File: src/rtl/switch_debounce.sv
// Purpose: synchronise and debounce four raw switches and pack them as two 2-bit adder operands.
// Latency: DEBOUNCE_CYCLES+2 clock edges from the first edge that samples a new raw level to *_db/strobe.
// Backpressure: none; free-running per clock, strobes are single-cycle and never held.
//
// Ports:
//   clk, rst_n            clock (rising edge) and asynchronous active-low reset
//   sw1..sw4              raw asynchronous bouncing switch levels (1 = pressed)
//   sw1_db..sw4_db        debounced stable levels
//   press[3:0]            one-cycle strobe on accepted 0->1 change, bit 0 = sw1
//   release_stb[3:0]      one-cycle strobe on accepted 1->0 change, bit 0 = sw1
//   changed               one-cycle strobe, OR of all press/release bits
//   op_a, op_b            {sw2_db, sw1_db} and {sw4_db, sw3_db}
module switch_debounce #(
  parameter  int DEBOUNCE_CYCLES = 250000,
  localparam int CNT_W           = $clog2(DEBOUNCE_CYCLES)
) (
  input  logic       clk,
  input  logic       rst_n,
  input  logic       sw1,
  input  logic       sw2,
  input  logic       sw3,
  input  logic       sw4,
  output logic       sw1_db,
  output logic       sw2_db,
  output logic       sw3_db,
  output logic       sw4_db,
  output logic [3:0] press,
  output logic [3:0] release_stb,
  output logic       changed,
  output logic [1:0] op_a,
  output logic [1:0] op_b
);

  // Terminal count: the level must be seen on DEBOUNCE_CYCLES consecutive edges
  // (cnt 0..CNT_MAX plus the accepting edge itself).
  localparam logic [CNT_W-1:0] CNT_MAX = CNT_W'(DEBOUNCE_CYCLES - 1);

  logic [3:0]       raw;
  logic [3:0]       sync1;
  logic [3:0]       sync2;
  logic [3:0]       stable;
  logic [3:0]       press_q;
  logic [3:0]       release_q;
  logic [CNT_W-1:0] cnt [4];

  assign raw = {sw4, sw3, sw2, sw1};

  always_ff @(posedge clk or negedge rst_n) begin
    if (!rst_n) begin
      sync1     <= '0;
      sync2     <= '0;
      stable    <= '0;
      press_q   <= '0;
      release_q <= '0;
      for (int i = 0; i < 4; i++) begin
        cnt[i] <= '0;
      end
    end else begin
      sync1     <= raw;
      sync2     <= sync1;
      press_q   <= '0;
      release_q <= '0;
      for (int i = 0; i < 4; i++) begin
        if (sync2[i] == stable[i]) begin
          // Any return to the accepted level discards the partial count.
          cnt[i] <= '0;
        end else if (cnt[i] == CNT_MAX) begin
          stable[i]    <= sync2[i];
          cnt[i]       <= '0;
          press_q[i]   <= sync2[i];
          release_q[i] <= ~sync2[i];
        end else begin
          cnt[i] <= cnt[i] + CNT_W'(1);
        end
      end
    end
  end

  // All outputs come straight from registers: no raw-input-to-output path.
  assign sw1_db      = stable[0];
  assign sw2_db      = stable[1];
  assign sw3_db      = stable[2];
  assign sw4_db      = stable[3];
  assign press       = press_q;
  assign release_stb = release_q;
  assign changed     = |(press_q | release_q);
  assign op_a        = stable[1:0];
  assign op_b        = stable[3:2];

endmodule

File: config.mk
export PLATFORM = sky130hd
export DESIGN_NAME = switch_debounce
export DESIGN_NICKNAME = d
export VERILOG_FILES = /design/src/rtl/switch_debounce.sv
export SDC_FILE = /design/constraint.sdc
export NUM_CORES = 1
export LEC_CHECK = 0
export ABC_CLOCK_PERIOD_IN_PS = 2300
export CAP_MARGIN = 15
export CORE_ASPECT_RATIO = 1.5
export CORE_UTILIZATION = 55
export DETAILED_ROUTE_END_ITERATION = 7
export PLACE_DENSITY = 0.75
export SLEW_MARGIN = 20
export SYNTH_ARGS = -nofsm -noshare
export SYNTH_HDL_FRONTEND = slang
export SYNTH_SLANG_ARGS = --single-unit
File: constraint.sdc
create_clock -name clk -period 2.3 [get_ports clk]
set_input_delay 0.46 -clock clk [delete_from_list [all_inputs] [get_ports clk]]
set_output_delay 0.46 -clock clk [all_outputs]
set_load 0.03 [all_outputs]
-- Word-level counts from Yosys, hierarchy flattened
Cells that the tools add are included.
Widths: inputs -> output; s select.
- bits in latches: 0
- output and inout port bits: 17
- logic and storage cells: 62
- ROM bits: 0
- register bits after elaboration: 92
- RAM bits: 0
- bits of input ports: 6
- memories kept: 0
- $add $sub $neg: 4
- muxes and demuxes: 24
- shifts and indexed selects: 0
- reductions and logical operators: 5
- multipliers: 0
- divide/modulo/power cells: 0
- magnitude comparators: 0
- equality and inequality tests: 8
- bitwise operators: 9
- operator list (kind ; count):
    $mux 18 ; 8
    $add 18x1->18 const B ; 4
    $eq 18x18->1 const B ; 4
    $mux 1 ; 16
    $not 1->1 ; 8
    $reduce_and 2->1 ; 4
    $eq 1x1->1 ; 4
    $or 4x4->4 ; 1
    $reduce_or 4->1 ; 1

-- Logic depth before layout (Yosys ltp)
- depth after elaboration: 3
- depth in mapped cells: 6
- mapped depth without buffers: 5

-- Least setup slack after synthesis
Ideal clock, no wire load.
- path type: register -> register
- start point: reg cnt[65] in the netlist's numbering
- end point: reg stable[0]
- required time: 2.175 ns
- arrival: 1.766 ns
- cell stages (with the launch flop): 4
- path slack: 0.409 ns
- library setup time: 0.125 ns
- cell sequence: dfrtp_1 > or4_4 > or4_4 > mux2_4
- longest elaborated chain between the ends: 2
- ends and longest elaborated chain (item ; line ; text):
    start, declared ; 44 ; logic [CNT_W-1:0] cnt [4];
    start signal, assigned by index ; 73 ; cnt[i] <= cnt[i] + CNT_W'(1);
    $eq 18x18->1 ; 67 ; end else if (cnt[i] == CNT_MAX) begin
    $reduce_and 2->1 (no line) ; - ;
    end signal, assigned by index ; 68 ; stable[i] <= sync2[i];
    end, declared ; 41 ; logic [3:0] stable;
Every way passes these cells.
A chain may end at the register's enable or synchronous reset.

-- Worst setup path after layout
- start point: reg release_q[0] (netlist: release_stb[0])
- end point: out changed
- longest elaborated chain between the ends: 2
- ends and longest elaborated chain (item ; line ; text):
    start, declared ; 43 ; logic [3:0] release_q;
    start signal, assigned by index ; 71 ; release_q[i] <= ~sync2[i];
    $or 4x4->4 ; 86 ; assign changed = |(press_q | release_q);
    $reduce_or 4->1 ; 86 ;
    end, declared ; 29 ; output logic changed,
Every way passes these cells.

==> results.yml <==
route:
  via_per_inst: 5.65
  dr.first_iter.drc_count: 162
  route.detailed.drc: 0
  drt_pre_antenna_iters: 4
  avgRoutedWirePerCell_um: 14.8
  dr_total_vias: 3115
  antenna_violating_nets_post_route: 0
  drt_wl_total_mm: 8.18
synth:
  synthMostInstantiatedCell: "dfrtp_1"
  synth.ff_latch_count: 92
  netlist.top_cell.by_area: "dfrtp_1"
  share_of_the_synthesized_netlist_area_taken_by_xor_and_xnor_gates_pct: 11.2
  synth_area_um2: 4310
  net_count_synth: 422
  synth_mux_area_share_pct: 1.45
  synth.top_cells.by_area: "dfrtp_1, xnor2_1, nor2_1"
  ys_types: 43
  syn_area_per_cell_um2: 10.5
  netlist_instances: 412
  flip_flop_cell_with_the_highest_count_after_synthesis: "dfrtp_1"
  async_flop_share_pct: 100
  synthAdderAreaFrac_pct: 1.16
  synth_area_in_compound_gates_pct: 4.84
  synthesis.yosys.warnings: 0
  synth_top_family_by_area: "simple AND/OR/NAND/NOR gates"
  yosys.area.top_type_share_pct: 53.4
  synth_simple_gate_area_share_pct: 25.8
  synth.yosys.seq_area_share_pct: 53.4
  synth.top_cells.by_count: "dfrtp_1, nor2_1, xnor2_1"
  synth_enable_flop_cells: 0
floorplan:
  floorplan.die_area_um2: 8210
  start_util_pct: 56.7
  fp.coreArea_um2: 7610
  floorplan.die.width_um: 74.3
  boundaryPins: 23
  fp-row-count: 39
  floorplan.die.height_um: 110
hold_path:
  min_path_type: "in -> async"
global_route:
  grt_first_pass_wirelength_mm: 14.2
  maximum_number_of_pins_on_one_net_before_global_route_repair: 35
  globalRoute.totalOverflow: 0
  all_layer_global_routing_usage_pct: 23.0
  grt_antenna_before_repair: 0
  grt_pass1_vias: 3173
timing:
  unrepaired_setup_endpoints_after_global_routing: "false"
  timing.max_slew.rel_slack_pct: 59.5
  timing.clock.skew_ps: 5.69
  report.final.hold_viol_count: 0
  report.final.slew_viol_count: 0
  setup_violations: 0
  achievable-frequency_mhz: 466
  max_slew.worst_pin.slew_ps: 608
  fin_crit_ps: 2140
  finalCritPeriodShare_pct: 93.2
  tns_ps: 0
cells_and_area:
  stdcell_area_um2: 4980
  post-route-util_pct: 65.4
  area_growth_pct: 15.5
  fill_cell_total_of_the_finished_layout: 643
  diodes: 0
  post_route_cells_drive_above_1_share_pct: 8.91
  finish.net_count: 454
place:
  placed_cell_area_um2: 4670
  io_buffer_count: 22
  finalWeightedCongestion: 0.830
  detailed_place_hpwl_mm: 5.84
worst_setup_path:
  cp_data_required_time_ps: 1840
  timing.reg2reg.setup_slack_ps: 280
  startpoint_type: "flip-flop"
  worst-path-buf-inv: 1
  timing.critical_path.fanout_max: 2
  cp_slowest_stage_delay_ps: 590
  setup.worst_path.end_class: "primary output"
  crit_chain: "nor4_1 -> nand2_1 -> clkdlybuf4s50_1"
  worst_path_dominant_cell_family: "buffers and inverters"
  worst-endpoint-arrival_ps: 1680
  path_class: "reg -> out"
  critical_path.slowest_cell: "clkdlybuf4s50_1"
power:
  internal_power_mw: 2.58
  share_seq_of_total_power_pct: 50.8
  p_comb_share_pct: 3.2
  power_density_nw_per_um2: 658
  switchingPower_mw: 0.694
  p_leak_nw: 2.03
  swShare_pct: 21.2
  vdd_ir_drop_max_uv: 383
  clkPwrFrac_pct: 45.9
clock_tree:
  cts_tree: "done"
  postCtsSetupBuffers: 0
  htree_num_levels: 3
  cts_hold_repair.buffers: 0
  sink_count_of_the_clock_tree: 92
  cts_resized: 0
  clk_root_buffer_cell: "clkbuf_16"
  clk_pin_slew_worst_paths_ps: 60
  cts_buffers: 9
  worst_skew_pair.late_latency_ps: 340
  buffers_from_clock_root_to_sink_at_most: 2
outcome:
  run_status: "finished, final reports clean"
run:
  drv_cap: 0
==> final timing paths <==
kind                       endpoint  depth (start not counted)      startpoint
setup / recovery            changed                          3  release_stb[0]
hold / removal             sync2[2]                          1           rst_n
setup reg to reg            cnt[70]                          5         cnt[54]
hold reg to reg            sync2[3]                          0        sync1[3]
max in group asynchronous    cnt[5]                          2           rst_n
min in group clk           sync2[3]                          0        sync1[3]
==> state kept, by name (all words and copies together) (netlist names) <==
register	flops
press	4
cnt	72
sync1	4
release_stb	4
sync2	4
stable	4
==> placed cells by master, fill, tap and decap left out, types with 13 or more instances in the layout <==
cell             netlist  final
a21oi_1               13     13
clkdlybuf4s50_1        0     21
dfrtp_1               92     92
nand2_1               19     19
nand3_1               24     24
nand4_1               20     20
nor2_1                67     67
nor3_1                13     13
nor4_1                16     16
xnor2_1               39     39
xor2_1                16     16
==> layer usage <==
metal | track usage [%] | vias to the layer above | wire length [um]
met2 | 36.2 | 55 | 4150
met1 | 28.2 | 1518 | 3520
met3 | 5.57 | 21 | 278
met5 | 0 | - | 0
li1 | - | 1521 | -
met4 | 13.0 | 0 | 234
==> stage by stage <==
| step | total power [mW] | setup WS, ps | hold WS (ps) | cells |
|---|---|---|---|---|
| global route | 3.40 | 43.4 | 30.0 | 551 |
| detailed placement | 1.80 | 327 | 336 | 535 |
| floorplan | 1.74 | 409 | 164 | 412 |
| global placement | 1.80 | 365 | 333 | 535 |
| finish | 3.28 | 156 | 23.9 | 551 |
| CTS | 3.32 | 118 | 21.9 | 551 |
==> final cells by class <==
type / instances / area (um^2) / share of cell area (%)
Clock buffer: 11 / 253 / 5.07
Timing Repair Buffer: 30 / 278 / 5.58
Multi-Input combinational cell: 299 / 1920 / 38.5
Tap cell: 102 / 128 / 2.56
Clock inverter: 5 / 60.1 / 1.21
Sequential cell: 92 / 2300 / 46.2
Inverter: 12 / 45.0 / 0.904
==> cells by family (layout without fill, tap and decap cells) <==
| family | Yosys count | after routing |
|---|---|---|
| AOI/OAI and AO/OA | 28 | 28 |
| xor gates and xnor gates | 55 | 55 |
| adders and majority gates | 4 | 4 |
| buffers and inverters | 21 | 58 |
| DFF | 92 | 92 |
| muxes | 5 | 5 |
| and+or+nand+nor | 207 | 207 |
==> power by group through the flow <==
stage | sequential [mW] | clock [mW] | combinational [mW]
2_1_floorplan | 1.69 | 0 | 0.0492
3_3_place_gp | 1.69 | 0 | 0.107
3_5_place_dp | 1.70 | 0 | 0.108
4_1_cts | 1.67 | 1.55 | 0.110
5_1_grt | 1.67 | 1.61 | 0.123
6_report | 1.67 | 1.50 | 0.106
Power figures use the tool's default switching activity.
